File: config.mk
export PLATFORM = sky130hd
export DESIGN_NAME = pmu_quota_regulator
export DESIGN_NICKNAME = d
export VERILOG_FILES = /design/src/rtl/pmu_quota_pkg.sv /design/src/rtl/pmu_period_timer.sv /design/src/rtl/pmu_quota_regulator.sv
export SDC_FILE = /design/constraint.sdc
export NUM_CORES = 1
export LEC_CHECK = 0
export CORE_MARGIN = 2
export CORE_UTILIZATION = 50
export CTS_BUF_LIST = sky130_fd_sc_hd__clkbuf_8
export DETAILED_ROUTE_END_ITERATION = 10
export PLACE_DENSITY = 0.76
export SLEW_MARGIN = 5
export SYNTH_ARGS = -nofsm -noshare
export SYNTH_HDL_FRONTEND = slang
export SYNTH_SLANG_ARGS = --single-unit
File: constraint.sdc
create_clock -name clk_i -period 5.45 [get_ports clk_i]
set_clock_uncertainty 0.1 [all_clocks]
set_input_delay 0.8175 -clock clk_i [delete_from_list [all_inputs] [get_ports clk_i]]
set_output_delay 0.8175 -clock clk_i [all_outputs]
set_load 0.1 [all_outputs]
File: src/rtl/pmu_quota_pkg.sv
// Shared definitions for the PMU quota regulator: FSM state encoding and the
// shortest replenishment window the regulator will run.
package pmu_quota_pkg;

    typedef enum logic [1:0] {
        IDLE      = 2'd0,
        REFILL    = 2'd1,
        RUN       = 2'd2,
        THROTTLED = 2'd3
    } quota_reg_state_t;

    localparam int unsigned MIN_PERIOD = 32'd2;

endpackage

File: src/rtl/pmu_period_timer.sv
// Loadable down-counter timing one replenishment window; holds at zero and
// holds its value whenever neither load nor dec is asserted.
module pmu_period_timer #(
    parameter int unsigned WIDTH = 32
) (
    input  logic             clk_i,
    input  logic             rst_i,
    input  logic             load_i,
    input  logic [WIDTH-1:0] load_val_i,
    input  logic             dec_i,
    output logic             zero_o
);

    logic [WIDTH-1:0] count_q;
    logic [WIDTH-1:0] count_d;

    // next count: load beats decrement, decrement never wraps below zero
    always_comb begin
        count_d = count_q;
        if (load_i) begin
            count_d = load_val_i;
        end else if (dec_i && (count_q != {WIDTH{1'b0}})) begin
            count_d = count_q - {{(WIDTH-1){1'b0}}, 1'b1};
        end else begin
            count_d = count_q;
        end
    end

    // count register with synchronous reset
    always_ff @(posedge clk_i) begin
        if (rst_i) begin
            count_q <= {WIDTH{1'b0}};
        end else begin
            count_q <= count_d;
        end
    end

    assign zero_o = (count_q == {WIDTH{1'b0}});

endmodule

File: src/rtl/pmu_quota_regulator.sv
// Per-core quota regulator: refills the quota monitor every window, throttles
// the core after an overrun, and reports overruns via interrupt and counter.
module pmu_quota_regulator
    import pmu_quota_pkg::*;
#(
    parameter int unsigned REG_WIDTH = 32,
    parameter int unsigned CNT_WIDTH = 16
) (
    input  logic                 clk_i,
    input  logic                 rst_i,
    input  logic                 enable_i,
    input  logic [REG_WIDTH-1:0] period_i,
    input  logic                 intr_quota_i,
    input  logic                 ack_i,
    output logic                 quota_softrst_o,
    output logic                 throttle_o,
    output logic                 intr_o,
    output logic [CNT_WIDTH-1:0] overrun_count_o,
    output logic [1:0]           state_o
);

    localparam logic [REG_WIDTH-1:0] MIN_P   = REG_WIDTH'(MIN_PERIOD);
    localparam logic [CNT_WIDTH-1:0] CNT_MAX = {CNT_WIDTH{1'b1}};

    quota_reg_state_t     state_q, state_d;
    logic                 softrst_q, softrst_d;
    logic                 throttle_q, throttle_d;
    logic                 intr_q, intr_d;
    logic [CNT_WIDTH-1:0] overrun_count_q, overrun_count_d;

    logic                 timer_load_s;
    logic                 timer_dec_s;
    logic                 timer_zero_s;
    logic                 overrun_s;
    logic [REG_WIDTH-1:0] timer_load_val_s;

    // REFILL itself and the zero-count RUN cycle account for MIN_PERIOD cycles
    assign timer_load_val_s = (period_i < MIN_P) ? {REG_WIDTH{1'b0}} : (period_i - MIN_P);

    pmu_period_timer #(
        .WIDTH (REG_WIDTH)
    ) u_timer (
        .clk_i      (clk_i),
        .rst_i      (rst_i),
        .load_i     (timer_load_s),
        .load_val_i (timer_load_val_s),
        .dec_i      (timer_dec_s),
        .zero_o     (timer_zero_s)
    );

    // next-state, timer control and overrun-event detection
    always_comb begin
        state_d      = state_q;
        timer_load_s = 1'b0;
        timer_dec_s  = 1'b0;
        overrun_s    = 1'b0;
        if (!enable_i) begin
            state_d = IDLE;
        end else begin
            case (state_q)
                IDLE: begin
                    state_d = REFILL;
                end
                REFILL: begin
                    timer_load_s = 1'b1;
                    state_d      = RUN;
                end
                RUN: begin
                    if (timer_zero_s) begin
                        // window boundary wins; a late overrun is logged but not throttled
                        state_d   = REFILL;
                        overrun_s = intr_quota_i;
                    end else if (intr_quota_i) begin
                        state_d     = THROTTLED;
                        overrun_s   = 1'b1;
                        timer_dec_s = 1'b1;
                    end else begin
                        timer_dec_s = 1'b1;
                    end
                end
                THROTTLED: begin
                    if (timer_zero_s) begin
                        state_d = REFILL;
                    end else begin
                        timer_dec_s = 1'b1;
                    end
                end
                default: begin
                    state_d = IDLE;
                end
            endcase
        end
    end

    // registered output decode from the next state, sticky interrupt, saturating count
    always_comb begin
        softrst_d       = (state_d == REFILL);
        throttle_d      = (state_d == THROTTLED);
        intr_d          = intr_q;
        overrun_count_d = overrun_count_q;
        if (overrun_s) begin
            intr_d = 1'b1;
        end else if (ack_i) begin
            intr_d = 1'b0;
        end else begin
            intr_d = intr_q;
        end
        if (overrun_s && (overrun_count_q != CNT_MAX)) begin
            overrun_count_d = overrun_count_q + {{(CNT_WIDTH-1){1'b0}}, 1'b1};
        end else begin
            overrun_count_d = overrun_count_q;
        end
    end

    // state and output registers with synchronous reset
    always_ff @(posedge clk_i) begin
        if (rst_i) begin
            state_q         <= IDLE;
            softrst_q       <= 1'b0;
            throttle_q      <= 1'b0;
            intr_q          <= 1'b0;
            overrun_count_q <= {CNT_WIDTH{1'b0}};
        end else begin
            state_q         <= state_d;
            softrst_q       <= softrst_d;
            throttle_q      <= throttle_d;
            intr_q          <= intr_d;
            overrun_count_q <= overrun_count_d;
        end
    end

    assign quota_softrst_o = softrst_q;
    assign throttle_o      = throttle_q;
    assign intr_o          = intr_q;
    assign overrun_count_o = overrun_count_q;
    assign state_o         = state_q;

endmodule

# == Word-level counts from Yosys, hierarchy flattened ==
# Index checks and enable logic that the tools add are counted.
# W data, S select, Z words.
# totals
inputBits,37
wordCells,43
register_bits,53
out_inout_bits,21
# op_classes
n_reduce_logical,8
mux,19
n_eq_ne,6
order_cmp,1
add_sub_neg,3
# ops
operator,n
$mux W32,3
$logic_not A32 Y1,1
$lt A32 B2 Y1 const B,1
$reduce_bool A32 Y1,1
$sub A32 B1 Y32 const B,1
$sub A32 B2 Y32 const B,1
$add A16 B1 Y16 const B,1
$ne A16 B16 Y1 const B,1
$mux W1,11
$mux W2,4
$pmux W2 S4,1
$eq A2 B2 Y1 const B,3
$eq A2 B1 Y1 const B,2
$reduce_bool A2 Y1,2
$logic_and A1 B1 Y1,2
$logic_not A2 Y1,1
$reduce_or A2 Y1,1

# == Depth between registers and ports, before layout ==
# logic_depth
depth_word,7
mapped_depth,10

# == By module ==
# From an unflattened synthesis, not the netlist that was laid out.
# hier_totals
cells_unflattened,488
hier_area_um2,3881.2
# by_module_without_submodules
mod,n_inst,cells_per_inst,area_per_inst_um2,seq_area_each_um2
pmu_period_timer,1,233,1993.2,640.6
pmu_quota_regulator,1,255,1888.1,420.4

# == Least setup slack after synthesis ==
# Ideal clock, no wire load.
# synth_timing
kind,in2reg
startpoint,input period_i[10]
endpoint,register u_timer.count_q[8]
path_buffers,2
t_arrival_ps,2928
path_stages,8
slack_ps,2305
path_cell_list,or4_4 -> or4_4 -> buf_6 -> o41a_1 -> buf_6 -> a21oi_1 -> nor2_1 -> o22a_1
# synth_via
elab_chain_len,3
# synth_rtl
item,line_no,source
from (decl),pmu_quota_regulator.sv:12,"input logic [REG_WIDTH-1:0] period_i,"
$lt A32 B2 Y1,pmu_quota_regulator.sv:38,assign timer_load_val_s = (period_i < MIN_P) ? {REG_WIDTH{1'b0}} : (period_i - MIN_P);
$mux W32,pmu_quota_regulator.sv:38,
$mux W32,pmu_period_timer.sv:20,if (load_i) begin
to (signal assigned),pmu_period_timer.sv:32,count_q <= {WIDTH{1'b0}};
to (signal assigned),pmu_period_timer.sv:34,count_q <= count_d;
to (decl),pmu_period_timer.sv:14,logic [WIDTH-1:0] count_q;
# No other way between the ends.
# A chain may end at the register's enable or synchronous reset.

# == Final worst setup path ==
# layout_timing
startpoint,input period_i[4]
endpoint,register u_timer.count_q[10]
# layout_via
elab_chain_len,3
elab_cells_between_ends,4
classes_between,1 x add/sub; 1 x order compare; 2 x mux
# layout_rtl
item,line_no
$sub A32 B2 Y32 or $lt A32 B2 Y1 (tied branches),pmu_quota_regulator.sv:38
$mux W32 *,pmu_quota_regulator.sv:38
$mux W32 *,pmu_period_timer.sv:20
# Mark *: on every way between the ends. The rest lies on a longest branch, timed or not.

==> results.yml <==
power_and_ir_drop:
  ir_drop_uv: 107.4
  power_mw: 0.9226
  p_leak_nw: 1.419
  cellPowerDensity_nw_per_um2: 223.5
timing:
  period_minus_slack_ns: 3.960
  setup_viol: 0
  timing.hold.ws_ns: 0.3759
  setup_tns_ns: 0
  hold_violations: 0
  finalCritPeriodShare_pct: 72.66
  setup_slack_ns: 1.490
  max_freq_mhz: 252.5
  max-slew-margin-rel_pct: 26.21
  tightest_slew_ns: 1.095
  rsz0062_at_grt: "false"
  finalMaxSlewViolations: 0
placement:
  place_worst_setup_slack_ns: 1.191
  gp_congestion: 0.9205
  placed_cells: 553
  dp.final_hpwl_mm: 6.501
  post_dp_cell_area_sq_um: 4033
  io_buffer_count: 57
global_routing:
  grt_pass1_vias: 3010
  antenna_found_initial: 0
  grt_max_degree: 49
  grt.overflow.total: 0
  grt_util_all_layers_pct: 23.43
  grt_pass1_wl_mm: 14.35
floorplan:
  start_util_pct: 51.34
  rows: 30
  fp.dieW_um: 87.06
  dieHeight_um: 87.06
  dieArea_sq_um: 7579
  ios: 58
  coreArea_sq_um: 6719
route:
  first_pass_iters: 5
  vias_per_cell: 6.198
  drc_errors: 0
  first_iter_violations: 244
  wl_mm: 8.894
  vias: 3477
  ant_nets: 0
  wl_per_cell_um: 15.85
clocking:
  clkTransAtPathRegs_ns: 0.09
  cts_sinks: 53
  clock-root-buffer: "clkbuf_8"
  cts_buffer_depth: 2
  cts_buffers: 5
  cts_resized: 0
  cts_tree: "yes"
  hold_buffers: 0
  clock_latency_ns: 0.31
  post_cts_buffers: 0
  cts.htree.levels: 2
yosys:
  syn_area_sq_um: 3450
  avgSynthCellArea_sq_um: 7.912
  async_flop_share_pct: 0
  synth_cell_types: 59
  ys.flop_type: "dfxtp_1"
  post-synth-top-area-cell: "dfxtp_1"
  synthTopCellsByArea: "dfxtp_1, xor2_1, nor2_1, xnor2_1, nor4_1"
  syn_inst: 436
  netlist.area_leader.share_pct: 30.76
  syn_nets: 476
  yosysSeqAreaShare_pct: 30.76
  ys_seq_elements: 53
  synth_edf_count: 0
  yosysWarnings: 0
cells_and_area:
  area_growth_pct: 19.70
  design_area_sq_um: 4129
  final_cell_mix: "nor2_1, clkdlybuf4s50_1, dfxtp_1"
  fin_cells: 561
  layout-drive-gt1-share_pct: 6.445
  final_common_cell: "nor2_1"
  final_nets: 520
  antenna_cells: 0
  fin_util_pct: 61.45
critical_path:
  path_max_fanout: 12
  endpoint_kind: "register"
  cp.arrival_ns: 4.04
  reg2reg_depth: 9
  slowest_stage: "o41ai_2"
  worstReg2RegEnd: "u_timer.count_q[8]$_SDFFE_PP0P_"
  cpPeakStageDelay_ns: 1.06
  ff2ff_setup_slack_ns: 2.32
  cp_cell_sequence: "clkdlybuf4s50_1 -> nor4_1 -> nand3_1 -> o41ai_2 -> nor2_1 -> o21ai_0 -> a211oi_1"
  path_buf_inv: 1
  critPathLaunchType: "input pin"
  path_class: "in2reg"
  startpoint: "period_i[4]"
  crit_family: "simple AND/OR/NAND/NOR gates"
  worstSetupPathDepth: 7
  cp.required_ns: 5.53
  crit_end: "u_timer.count_q[10]$_SDFFE_PP0P_"
  r2r-start: "u_timer.count_q[0]$_SDFFE_PP0P_"
run_status:
  outcome: "completed"
worst_hold_path:
  worstHoldPathType: "reg2reg"
  holdPathStages: 2
flow_run:
  cap_viol_max_count: 0
-- logic make-up (layout without fill, tap and decap cells) --
family	after synthesis	in the layout	share of synthesized area (%)
AND/OR/NAND/NOR	213	213	33.51
multiplexers	3	3	0.8705
buffers and inverters	31	76	3.953
flip-flops	53	53	30.76
AO/OA/AOI/OAI	85	85	17.63
adder cells (fa/ha/maj)	3	3	1.088
XOR/XNOR	48	48	12.19
-- worst reg2reg max path: cells and delay by family (launching register included) --
| kind | cells | cell delay, ns |
|---|---|---|
| buf+inv | 2 | 0.36 |
| fa+ha+maj | 1 | 0.19 |
| compound gates | 2 | 0.52 |
| flops | 1 | 0.36 |
| simple gates | 4 | 1.53 |
-- final cells by class --
| cell class | instances | area [sq um] |
|---|---|---|
| well taps | 80 | 100.1 |
| fillers | 629 | 2590 |
| clock buffers | 6 | 82.58 |
| multi-input cells | 352 | 2252 |
| repair buffers | 59 | 585.6 |
| clock inverters | 2 | 13.76 |
| inverters | 9 | 33.78 |
| flip-flops and latches | 53 | 1061 |
-- per-layer routing --
layer	wire length (um)	GRT usage (%)
met5	0	0
met1	4298	33.26
met3	547	3.033
met2	3937	37.61
met4	110	5.824
-- cell usage after synthesis (10+ instances only) --
library cell / n
a211oi_1: 14
a21oi_1: 17
a31oi_1: 11
clkbuf_1: 18
dfxtp_1: 53
nand2_1: 24
nand3_1: 20
nand4_1: 13
nor2_1: 61
nor3_1: 22
nor4_1: 24
o21ai_0: 10
xnor2_1: 19
xor2_1: 29
-- report_power, final --
group	leakage (nW)	switching, mW	total (mW)	internal [mW]
combinational	0.938	0.155	0.266	0.111
clock	0.0512	0.133	0.237	0.103
sequential	0.430	0.0177	0.420	0.402
-- worst min path at each step --
stage | from | to | slack [ns]
floorplan | u_timer.count_q[10]$_SDFFE_PP0P_ | u_timer.count_q[10]$_SDFFE_PP0P_ | 0.34
finish | u_timer.count_q[10]$_SDFFE_PP0P_ | u_timer.count_q[10]$_SDFFE_PP0P_ | 0.38
global placement | u_timer.count_q[10]$_SDFFE_PP0P_ | u_timer.count_q[10]$_SDFFE_PP0P_ | 0.35
detailed placement | u_timer.count_q[10]$_SDFFE_PP0P_ | u_timer.count_q[10]$_SDFFE_PP0P_ | 0.36
CTS | u_timer.count_q[10]$_SDFFE_PP0P_ | u_timer.count_q[10]$_SDFFE_PP0P_ | 0.37
global route | u_timer.count_q[17]$_SDFFE_PP0P_ | u_timer.count_q[17]$_SDFFE_PP0P_ | 0.42
-- state kept, by name, summed over array words and instances, names as in the netlist --
name             flops
state_o              2
overrun_count_o     16
quota_softrst_o      1
intr_o               1
throttle_o           1
u_timer.count_q     32
Note: power is estimated with default switching activity, not from simulation.
